===== config.mk =====
export PLATFORM = sky130hd
export DESIGN_NAME = regfile_alu_seq
export DESIGN_NICKNAME = d
export VERILOG_FILES = /design/src/rtl/regfile_alu_seq.sv
export SDC_FILE = /design/constraint.sdc
export NUM_CORES = 1
export LEC_CHECK = 0
export CAP_MARGIN = 20
export CORE_AREA = 2 2 261 134
export CTS_CLUSTER_SIZE = 14
export DETAILED_ROUTE_END_ITERATION = 16
export DIE_AREA = 0 0 263 136
export GPL_TIMING_DRIVEN = 0
export PLACE_DENSITY_LB_ADDON = 0.12
export SETUP_SLACK_MARGIN = 0.15
export SLEW_MARGIN = 15
export SYNTH_ARGS = -nofsm -noshare
export SYNTH_HDL_FRONTEND = slang
export SYNTH_SLANG_ARGS = --single-unit

===== constraint.sdc =====
create_clock -name clk -period 10.63 [get_ports clk]
set_clock_uncertainty 0.15 [all_clocks]
set_input_delay 2.126 -clock clk [delete_from_list [all_inputs] [get_ports clk]]
set_output_delay 2.126 -clock clk [all_outputs]
set_load 0.01 [all_outputs]

===== src/rtl/regfile_alu_seq.sv =====
// Register-file + ALU sequencer: phased instruction entry via active-low strobes, one ALU op per execute.
// Optional feature macro: REGFILE_CLR_ALL_EN (opcode F clears all registers and flags).
module regfile_alu_seq #(
  parameter int DATA_W   = 16,
  parameter int NUM_REGS = 16,
  parameter int SW_W     = 10
) (
  input  logic              clk,
  input  logic              rst,
  input  logic [SW_W-1:0]   data_input,
  input  logic              ld_Reg,
  input  logic              ld_Setup,
  input  logic              ld_Imm,
  input  logic              ld_Inst,
  output logic [4:0]        Flags,
  output logic [DATA_W-1:0] RdestOut,
  output logic [2:0]        state,
  output logic              op_done
);

  localparam int RIDX_W = $clog2(NUM_REGS);
  localparam int MSB    = DATA_W - 1;

  typedef enum logic [2:0] {
    IDLE     = 3'd0,
    HAVE_REG = 3'd1,
    HAVE_OP  = 3'd2,
    ARMED    = 3'd3,
    EXEC     = 3'd4
  } state_t;

  state_t              st_q, st_d;
  logic [DATA_W-1:0]   regs [NUM_REGS];
  logic [RIDX_W-1:0]   rdest_q, rsrc_q;
  logic [3:0]          op_q;
  logic                imm_mode_q;
  logic [DATA_W-1:0]   imm_q;
  logic [4:0]          flags_q, flags_d;
  logic                reg_d, setup_d, imm_d, inst_d;
  logic                reg_ev, setup_ev, imm_ev, inst_ev;
  logic                cap_reg, cap_setup, cap_imm;
  logic [DATA_W-1:0]   a, b, res;
  logic [DATA_W:0]     sum, diff;
  logic                wr_en, clr_all;

  // Act only on the 1->0 transition of each strobe so a held button is one event.
  assign reg_ev   = reg_d   & ~ld_Reg;
  assign setup_ev = setup_d & ~ld_Setup;
  assign imm_ev   = imm_d   & ~ld_Imm;
  assign inst_ev  = inst_d  & ~ld_Inst;

  always_ff @(posedge clk or posedge rst) begin
    if (rst) begin
      reg_d   <= 1'b1;
      setup_d <= 1'b1;
      imm_d   <= 1'b1;
      inst_d  <= 1'b1;
    end else begin
      reg_d   <= ld_Reg;
      setup_d <= ld_Setup;
      imm_d   <= ld_Imm;
      inst_d  <= ld_Inst;
    end
  end

  // ld_Reg restarts the sequence from any state but EXEC and outranks other strobes.
  always_comb begin
    st_d      = st_q;
    cap_reg   = 1'b0;
    cap_setup = 1'b0;
    cap_imm   = 1'b0;
    if (reg_ev && st_q != EXEC) begin
      cap_reg = 1'b1;
      st_d    = HAVE_REG;
    end else begin
      case (st_q)
        HAVE_REG: begin
          if (setup_ev) begin
            cap_setup = 1'b1;
            st_d      = data_input[SW_W-5] ? HAVE_OP : ARMED;
          end
        end
        HAVE_OP: begin
          if (imm_ev) begin
            cap_imm = 1'b1;
            st_d    = ARMED;
          end
        end
        ARMED: begin
          if (inst_ev) st_d = EXEC;
        end
        EXEC:    st_d = IDLE;
        IDLE:    st_d = IDLE;
        default: st_d = IDLE;
      endcase
    end
  end

  assign a    = regs[rdest_q];
  assign b    = imm_mode_q ? imm_q : regs[rsrc_q];
  assign sum  = {1'b0, a} + {1'b0, b};
  assign diff = {1'b0, a} - {1'b0, b};

  // ALU result and flag update; flags are {C, L, F, Z, N}.
  always_comb begin
    res     = '0;
    wr_en   = 1'b0;
    clr_all = 1'b0;
    flags_d = flags_q;
    case (op_q)
      4'h0: begin
        res        = sum[MSB:0];
        wr_en      = 1'b1;
        flags_d[4] = sum[DATA_W];
        flags_d[2] = (a[MSB] == b[MSB]) && (res[MSB] != a[MSB]);
        flags_d[1] = (res == '0);
      end
      4'h1: begin
        res        = diff[MSB:0];
        wr_en      = 1'b1;
        flags_d[4] = diff[DATA_W];
        flags_d[2] = (a[MSB] != b[MSB]) && (res[MSB] != a[MSB]);
        flags_d[1] = (res == '0);
      end
      4'h2, 4'h3, 4'h4, 4'h5, 4'h7, 4'h8: begin
        case (op_q)
          4'h2:    res = a & b;
          4'h3:    res = a | b;
          4'h4:    res = a ^ b;
          4'h5:    res = b;
          4'h7:    res = a << b[3:0];
          default: res = a >> b[3:0];
        endcase
        wr_en      = 1'b1;
        flags_d[1] = (res == '0);
      end
      4'h6: begin
        flags_d[3] = (a < b);
        flags_d[1] = (a == b);
        flags_d[0] = ($signed(a) < $signed(b));
      end
`ifdef REGFILE_CLR_ALL_EN
      4'hF: begin
        clr_all = 1'b1;
        flags_d = 5'b00000;
      end
`endif
      default: begin
        wr_en = 1'b0;
      end
    endcase
  end

  // Phase state, captured operands, and the writeback edge that follows EXEC.
  always_ff @(posedge clk or posedge rst) begin
    if (rst) begin
      st_q       <= IDLE;
      rdest_q    <= '0;
      rsrc_q     <= '0;
      op_q       <= 4'h0;
      imm_mode_q <= 1'b0;
      imm_q      <= '0;
      flags_q    <= 5'b00000;
      op_done    <= 1'b0;
      for (int i = 0; i < NUM_REGS; i++) regs[i] <= '0;
    end else begin
      st_q    <= st_d;
      op_done <= (st_q == EXEC);
      if (cap_reg) begin
        rdest_q <= data_input[SW_W-1 -: RIDX_W];
        rsrc_q  <= data_input[SW_W-1-RIDX_W -: RIDX_W];
      end
      if (cap_setup) begin
        op_q       <= data_input[SW_W-1 -: 4];
        imm_mode_q <= data_input[SW_W-5];
      end
      if (cap_imm) imm_q <= DATA_W'($signed(data_input));
      if (st_q == EXEC) begin
        flags_q <= flags_d;
        if (clr_all) begin
          for (int i = 0; i < NUM_REGS; i++) regs[i] <= '0;
        end else if (wr_en) begin
          regs[rdest_q] <= res;
        end
      end
    end
  end

  assign Flags    = flags_q;
  assign RdestOut = regs[rdest_q];
  assign state    = st_q;

endmodule


## Yosys cells after proc, flatten, opt, wreduce, memory -nomap -nowiden

Cells that the tools add are included.

- Shift operators: 2
- Order comparisons: 5
- Add/subtract/negate cells: 2
- Reduce and logical (&&, ||, !) cells: 17
- Bitwise operators: 13
- Muxes and demuxes: 30
- Eq/ne operators: 21

Operators with widths:

| cell | count |
|---|---|
| 256-bit bitwise mux | 1 |
| 16-bit binary-select mux with 4-bit select | 2 |
| 16-bit 2-to-1 mux | 7 |
| 16-bit one-hot mux with 5 select lines | 1 |
| 16-bit demux with 4-bit select | 1 |
| 16-bit zero test | 3 |
| 16-bit one-hot mux with 3 select lines | 1 |
| 16-bit less-than comparator | 2 |
| 16-bit by 16-bit adder with 17-bit output | 1 |
| 16-bit by 16-bit subtractor with 17-bit output | 1 |
| 16-bit bitwise AND | 1 |
| 16-bit == test | 1 |
| 4-bit by 3-bit == test with 1-bit output (second input constant) | 4 |
| 16-bit OR | 1 |
| 16-bit by 4-bit left shift with 16-bit output | 1 |
| 16-bit by 4-bit right shift with 16-bit output | 1 |
| 16-bit bitwise XOR | 1 |
| 3-bit 2-to-1 mux | 4 |
| 3-bit inequality test (second input constant) | 4 |
| 5-bit greater-or-equal comparator (second input constant) | 2 |
| 4-bit NOT with 5-bit output | 2 |
| 1-bit 2-to-1 mux | 9 |
| 3-bit one-hot mux with 3 select lines | 1 |
| 4-bit by 2-bit == test with 1-bit output (second input constant) | 2 |
| 20 further kinds | 36 |

- Flip-flop bits (word level): 292
- Word-level logic and storage cells: 120

## Logic depth before layout (Yosys ltp)

- Depth in word-level cells: 10
- Gate-level depth with buffers: 24
- Mapped depth without buffers: 19

## Worst setup path before layout

Ideal clock, no wire load.

- Path type: reg2reg
- From: register rsrc_q[0]
- To: register regs[110] (netlist bit)
- Buffers on the path: 7
- Path slack: 5007 ps
- Data arrival time: 5336 ps
- Stages on the path, launching flop included: 22
- Required time: 10343 ps
- Period minus slack after synthesis: 5623 ps
- Cells stage by stage: dfrtp_1 buf_2 buf_6 mux4_2 mux2i_1 a221o_1 buf_2 buf_1 clkbuf_1 ha_1 clkbuf_1 a21o_1 a21oi_1 o21ai_0 a31o_2 a41o_1 o41ai_1 o21ai_0 xnor2_1 a221oi_1 clkbuf_1 a21oi_1

- Longest elaborated chain between the ends: 10
- Elaborated cells on any way between the ends: 16
- Those cells by class: 2 x add/sub; 2 x shift; 8 x mux; 4 x bitwise

Ends and longest elaborated chain:

| what | RTL line | text |
|---|---|---|
| start, declared | 34 | `logic [RIDX_W-1:0] rdest_q, rsrc_q;` |
| start signal, assigned | 171 | `rsrc_q <= data_input[SW_W-1-RIDX_W -: RIDX_W];` |
| 4-bit NOT with 5-bit output (not written as such) (*) | 100 | `assign b = imm_mode_q ? imm_q : regs[rsrc_q];` |
| 16-bit binary-select mux with 4-bit select (*) | 100 |  |
| 16-bit 2-to-1 mux (not written as such) (*) (2 in series) | 100 |  |
| 16-bit 2-to-1 mux (*) | 100 |  |
| 16-bit by 4-bit right shift with 16-bit output (tied with other cells) | 132 | `default: res = a >> b[3:0];` |
| 16-bit one-hot mux with 5 select lines | 126 | `case (op_q)` |
| 16-bit 2-to-1 mux | 110 | `case (op_q)` |
| 16-bit one-hot mux with 3 select lines (*) | 110 |  |
| 256-bit bitwise mux (*) | 183 | `regs[rdest_q] <= res;` |
| end signal, assigned by index | 183 |  |
| end, declared | 33 | `logic [DATA_W-1:0] regs [NUM_REGS];` |

Every way passes the cells marked *; elsewhere a longest branch is shown, timed or not. The select of a mux whose other input is x is not followed.
A chain may end at the register's enable or synchronous reset.

## Worst setup path after layout

- From: register rsrc_q[1]
- To: register regs[63] (netlist bit)

The elaborated chain is that of the path after synthesis.

==> results.md <==
Outcome:
- The flow ran to the end, and the final reports show no timing, DRC or antenna violations.

Final layout:
- The fraction of layout instances using a drive strength above 1 is 17.31%.
- Leaving out fill and tap cells, the most frequent cell in the layout is sky130_fd_sc_hd__dfrtp_1.
- The signed area change from the synthesized netlist to the final layout is 10.77%.
- Once layout is complete, the cells apart from fillers number 2,407.
- In the final design database the tool counted 2,000 nets.
- The final design instance area without fill is 0.02101 mm2.
- The library cells used most frequently in the layout, excluding fill and tap cells, are 288 x sky130_fd_sc_hd__dfrtp_1, 286 x sky130_fd_sc_hd__nor2_1, 223 x sky130_fd_sc_hd__a21oi_1.

Synthesis:
- Ranked by total cell area, the synthesized netlist is headed by sky130_fd_sc_hd__dfrtp_1 38%, sky130_fd_sc_hd__mux4_2 16%, sky130_fd_sc_hd__a21oi_1 5.9%, sky130_fd_sc_hd__nor2_1 5.7%, sky130_fd_sc_hd__ha_1 3.2%.
- After synthesis the netlist holds a flip-flop and latch count of 292.
- Counting flops with a built-in enable in the synthesized netlist gives 0.
- The number of synthesis warnings is 0.
- For this run, the register share of the synthesized area comes to 38.56%.
- The number of nets in the synthesized netlist is 1,919.
- The predominant post-synthesis flop cell is sky130_fd_sc_hd__dfrtp_1.
- The post-synthesis instance area is 0.01896 mm2.
- The synthesized design devotes to its leading area cell type 38.00% of total area.
- The async set-or-reset flop fraction in the synthesized netlist is 100.0%.
- The leading area contributor after synthesis is sky130_fd_sc_hd__dfrtp_1.
- The synthesized area per cell is 10.24 um2.
- Yosys mapped the design onto 89 distinct sky130hd cell types.
- Counting every instance in the synthesized netlist gives 1,852.

Timing:
- Setup repair after global routing left no endpoint under its margin.
- The slew of the pin with the lowest slew margin is 1.291 ns.
- The share of the clock period used by the worst path is 74.98%.
- The total setup violations reported at the end of the flow is 0.
- The count of pins over their slew limit is 0.
- For this run, the top clock speed supported by timing is 125.5 MHz.
- The final hold violation count came to 0.
- The setup TNS is 0 ns.
- In this run the tightest slew margin relative to its limit is 13.93%.
- The routed design could run at a clock period as short as 7.971 ns.

Power and ir drop:
- In this run switching power makes up 49.14% of total power.
- The leakage power total is 9.055 nW.
- The part of the power in the clock network is 20.5%.
- The portion of total power attributed to sequential cells is 25.4%.
- The net switching component of the power is 2.544 mW.
- The worst IR drop on VDD is 0.1236 mV.
- The total power divided by cell area is 246.4 mW/mm2.
- The internal power component is 2.633 mW.
- The share of total power dissipated in combinational logic is 54.1%.

Clocking:
- The clock transition time at the flip-flop clock pins of the worst setup and hold paths is 0.07 ns.
- Clock tree synthesis found a total of 292 sinks.
- TritonCTS built the clock tree.
- In this run, post-CTS hold repair placed 0 buffers.
- The count of cells resized by post-cts repair is 0.
- In this run the deepest clock path goes through 3 buffers.
- Post-CTS timing repair inserted 0 buffers for setup.
- The number of levels the H-tree was split into is 1.
- The clock reaches the later pin of the worst-skew pair after 0.57 ns.
- The buffer type at the clock tree root is sky130_fd_sc_hd__clkbuf_16.
- Buffers inserted during clock tree synthesis total 28.

Route:
- The number of design rule violations left after detail routing is 0.
- For this block, the routed nets add up to 81,740 um of wire.
- The average vias per placed instance is 7.376.
- The number of iterations in the first detailed-routing pass is 7.
- The number of DRC markers after the initial detailed-route iteration is 3,054.
- The mean routed wirelength per cell is 33.96 um.
- Summing over every cut layer, the via total after detailed routing is 17,750.
- The post-detailed-route count of antenna-violating nets is 0.

GRT:
- The number of global-route vias before repair is 16,300.
- The maximum number of pins on one net before global-route repair is 116.
- The number of antenna violations at the first check in global routing is 2.
- For this run, the total global-route usage over all layers was measured as 45.78%.
- The wire length of the first global-routing pass is 116,100 um.
- The global-route congestion overflow total is 0.

Place:
- In this run the tool buffered the top-level ports with 40 buffer cells.
- The number of instances in the placed design is 2,351.
- Summed over all nets, the half-perimeter wirelength after detailed placement is 61,110 um.
- The placed instances occupy a cell area of 0.02003 mm2.
- The congestion estimate from routability-driven global placement came to 1.042.

Flow run:
- The number of max-capacitance violations reported is 0.

Floorplan:
- For this configuration, the core starts out at a cell density of 56.19%.
- The area of the core is 0.03375 mm2.
- The die covers 0.03577 mm2.
- The boundary pin count is 41.
- Row generation in the floorplan step produced 48 rows.
- The horizontal die dimension is 263 um.
- The die extent in y is 136 um.

Worst setup path:
- The worst setup path is captured at a flop.
- The type of element launching the critical path is a flop.
- The signal arrival time at the worst endpoint is 8.22 ns.
- The number of buffers and inverters on the critical path is 6.
- The slowest stage cell on the critical path is sky130_fd_sc_hd__buf_1.
- At the worst endpoint, the required time is 10.88 ns.
- The startpoint-to-endpoint class of the critical path is flop to flop.
- Broken down by cell family, the worst path's largest delay share belongs to compound AO/OA/AOI/OAI gates.
- The signal on the critical path passes through buf_2, buf_2, mux4_2, a211oi_1, or3_1, buf_2, buf_2, buf_1, ha_1, nand2b_1, a21oi_1, nor2_1, o21bai_1, a21oi_1, o31ai_1, a311oi_1, o211ai_1, o221ai_1, a221o_1, a21oi_1, clkbuf_1, a21oi_1.
- The maximum single-stage delay on the critical path is 0.71 ns.
- In this run the worst path has a maximum fanout of 13.

Hold path:
- The class of the most critical hold timing path is flop to flop.
## metal layers
layer	global-route usage [%]	vias up	share of wire [%]
li1	-	7019	-
met1	68.03	8824	41
met2	52.51	1663	35
met3	28.71	243	21
met4	13.27	4	3.3
met5	1.757	-	0.15
## registers in the layout, summed over array words and instances (netlist names), 3 cells and up
| signal | count |
|---|---|
| regs | 256 |
| imm_q | 10 |
| Flags | 5 |
| op_q | 4 |
| rdest_q | 4 |
| rsrc_q | 4 |
| state | 3 |
## final timing paths
| kind | start | depth (start not counted) | slack, ns | end |
|---|---|---|---|---|
| worst max-delay path | rsrc_q[1] | 22 | 2.66 | regs[63] |
| worst min-delay path | Flags[3] | 1 | 0.33 | Flags[3] |
| worst max register to register | rsrc_q[1] | 22 | 2.66 | regs[63] |
| worst min register to register | Flags[3] | 1 | 0.33 | Flags[3] |
| max in group asynchronous | rst | 4 | 6.93 | op_done |
| min in group asynchronous | rst | 2 | 1.86 | regs[136] |
## power groups by stage
stage                     Clock, mW  Combinational (mW)  Sequential (mW)
after floorplan                   0                1.66             1.30
after global placement            0                2.58             1.32
after detailed placement          0                2.60             1.33
after CTS                      1.05                2.61             1.31
after global routing           1.10                2.88             1.32
final                          1.06                2.80             1.31
## cells by family after synthesis
group / synth area share [%]
simple gates: 12.38
buf+inv: 5.780
flops: 38.56
xor+xnor: 1.247
fa+ha+maj: 3.444
mux: 21.32
compound gates: 17.27
## worst reg2reg max path, cell delays in order, from the launching register on
cell                       delay, ns
sky130_fd_sc_hd__dfrtp_1        0.32
sky130_fd_sc_hd__buf_2          0.26
sky130_fd_sc_hd__buf_2          0.37
sky130_fd_sc_hd__mux4_2         0.35
sky130_fd_sc_hd__a211oi_1       0.41
sky130_fd_sc_hd__or3_1          0.17
sky130_fd_sc_hd__buf_2          0.24
sky130_fd_sc_hd__buf_2          0.36
sky130_fd_sc_hd__buf_1          0.71
sky130_fd_sc_hd__ha_1           0.43
sky130_fd_sc_hd__nand2b_1       0.17
sky130_fd_sc_hd__a21oi_1        0.14
sky130_fd_sc_hd__nor2_1         0.09
sky130_fd_sc_hd__o21bai_1       0.14
sky130_fd_sc_hd__a21oi_1        0.13
sky130_fd_sc_hd__o31ai_1        0.69
sky130_fd_sc_hd__a311oi_1       0.36
sky130_fd_sc_hd__o211ai_1       0.27
sky130_fd_sc_hd__o221ai_1       0.32
sky130_fd_sc_hd__a221o_1        0.39
sky130_fd_sc_hd__a21oi_1        0.70
sky130_fd_sc_hd__clkbuf_1       0.50
sky130_fd_sc_hd__a21oi_1        0.15
## synthesized netlist by cell type, drive strengths merged, types with 18 or more instances
master,instances
buf,66
mux2,28
nand4,19
o21ai,89
o31ai,20
mux2i,37
clkbuf,76
a22oi,18
xnor2,20
nor3,24
nand2,113
a21oi,253
nand3,26
inv,58
mux4,146
nor2,286
ha,49
dfrtp,288
## per-stage QoR
stage                     utilization [%]  setup WS, ns  hold WS [ns]  total power [mW]
final                               62.24         2.659        0.3287             5.177
after global routing                62.21         2.438        0.3444             5.302
after CTS                           62.17         2.800        0.3330             4.975
after detailed placement            59.36         2.850        0.3191             3.927
after global placement              59.04        -3.153        0.3100             3.896
after floorplan                         -        0.2982        0.3095             2.959
## final cells by class
type / instances / area, um2
fill: 2737 / 12740
multi-input combinational: 1344 / 10560
sequential: 292 / 7312
buffer: 158 / 879.6
clock buffer: 43 / 848.3
tap: 450 / 563.0
timing repair buffer: 51 / 505.5
inverter: 58 / 225.2
clock inverter: 7 / 101.3
antenna: 4 / 10.01
(Power assumes the default switching activity.)
==> RTL edit: new RTL, same settings <==
`DATA_W`: 16 -> 14.
--- a/src/rtl/regfile_alu_seq.sv
+++ b/src/rtl/regfile_alu_seq.sv
@@ -1,7 +1,7 @@
 // Register-file + ALU sequencer: phased instruction entry via active-low strobes, one ALU op per execute.
 // Optional feature macro: REGFILE_CLR_ALL_EN (opcode F clears all registers and flags).
 module regfile_alu_seq #(
-  parameter int DATA_W   = 16,
+  parameter int DATA_W   = 14,
   parameter int NUM_REGS = 16,
   parameter int SW_W     = 10
 ) (
Ports: changed (resized RdestOut); port bits go from 41 to 39. No check against the original RTL was run, so the function may have changed too.
==> RTL edit against the original RTL <==
Final cell count fell by 10%; worst setup slack improved by 0.20 ns; hold slack improved by 0.018 ns; non-clock buffer count is 40 lower; area after synthesis shrank 11%; via count decreased by 16%; sequential power is 12% lower; final area shrank 10%; total power decreased by 16%; largest cell class unchanged; wire length is 16% lower; largest power group unchanged; sequential cell count decreased by 32.
==> RTL edit: results (changes against the original RTL) <==
[worst_setup_path]
r2r.worst_path.cells=19  ; was 22
rr_startpoint=rdest_q[1]  ; was rsrc_q[1]
r2r_slack_ns=2.86  ; was 2.66 ns
crit_end=Flags[1]  ; was regs[63]
cp.arrival_ns=8.08  ; was 8.22 ns
crit_slowest_cell=nor4_1  ; was buf_1
cp_slowest_stage_delay_ns=0.92  ; was 0.71 ns
crit_fanout=10  ; was 13
crit_family=buffers and inverters  ; was compound AO/OA/AOI/OAI gates

[detailed_routing]
drt_iter0_markers=2453  ; was 3054
met2_length_um=24400  ; was 28300 µm
drt_first_pass_iters=6  ; was 7
met3_length_um=12100  ; was 17200 µm
drt_wl_total_um=68300  ; was 81700 µm
dr_total_vias=14900  ; was 17800

[finish]
inverters=44  ; was 58
multi_input_area_share_pct=50.8  ; was 50.3%
regArea_um2=6510  ; was 7310 µm²
drive_gt1_share_pct=18.6  ; was 17.3%
nonClockBufferCount=169  ; was 209
nonClkBufAreaFrac_pct=6.30  ; was 6.59%
final_nets=1751  ; was 2000
num-fill-cells=2993  ; was 2737
largest_reg_flops=224  ; was 256
multiInputCombCellCount=1189  ; was 1344
n_clock_buffer=37  ; was 43
antenna_cells=2  ; was 4

[synth]
ys_ff_latch=260  ; was 292
synth.top_cells.by_area=dfrtp_1, mux4_2, nor2_1, a21oi_1, mux4_1  ; was dfrtp_1, mux4_2, a21oi_1, nor2_1, ha_1
seq_area_frac_synth_pct=38.5  ; was 38.6%
syn_nets=1678  ; was 1919
synthTopCellsByCount=dfrtp_1, nor2_1, a21oi_1  ; unchanged
ys_types=87  ; was 89

[placed_design]
dp_hpwl_um=53300  ; was 61100 µm
preCtsSetupSlack_ns=3.50  ; was 2.85 ns
gp_congestion=1.14  ; was 1.04
io_buffers=38  ; was 40

[timing]
period_share_pct=73.1  ; was 75.0%
worstMarginPinSlew_ns=1.12  ; was 1.29 ns

[global_routing]
grt_pass1_vias=13900  ; was 16300
grt.met2_usage_pct=45.9  ; was 52.5%
grt_pass1_wl_um=98000  ; was 116000 µm
grt_max_degree=102  ; was 116
track_usage_pct=38.4  ; was 45.8%
use_met1_pct=59.0  ; was 68.0%
use_met3_pct=20.8  ; was 28.7%

[power_and_ir_drop]
clkPwrFrac_pct=21.7  ; was 20.5%
ir_worst_vdd_mv=0.161  ; was 0.124 mV
p_leak_uw=0.00812  ; was 0.00906 µW
p_seq_uw=1150  ; was 1310 µW

[status]
status=complete, no violations  ; unchanged

[clock_network]
cts_buffers=26  ; was 28

[min_path]
whs_endpoint=Flags[0]  ; was Flags[3]
hold_start=Flags[0]  ; was Flags[3]
min_delay_path_depth=2  ; was 1

RTL edit: through the flow:
stage / instance area (µm²) / utilization [%] / cells / power [µW] / TNS (ns)
2_1_floorplan: 16900 / - / 1617 / 2500 / 0
3_3_place_gp: 17900 / 52.9 / 2105 / 3230 / -526.27
3_5_place_dp: 18000 / 53.3 / 2112 / 3250 / 0
4_1_cts: 18800 / 55.8 / 2156 / 4190 / 0
5_1_grt: 18800 / 55.8 / 2157 / 4460 / 0
6_report: 18800 / 55.8 / 2158 / 4340 / 0
RTL edit: logic make-up (layout without fill, tap and decap cells):
kind of cell | count (synthesis) | count (layout) | synth area share [%]
AOI/OAI and AO/OA | 423 | 423 | 16.0
xor gates and xnor gates | 27 | 27 | 1.40
adders and majority gates | 45 | 45 | 3.42
buffers and inverters | 168 | 257 | 5.23
DFF | 260 | 260 | 38.5
muxes | 200 | 200 | 22.4
other | 0 | 2 | 0
and+or+nand+nor | 494 | 494 | 13.0
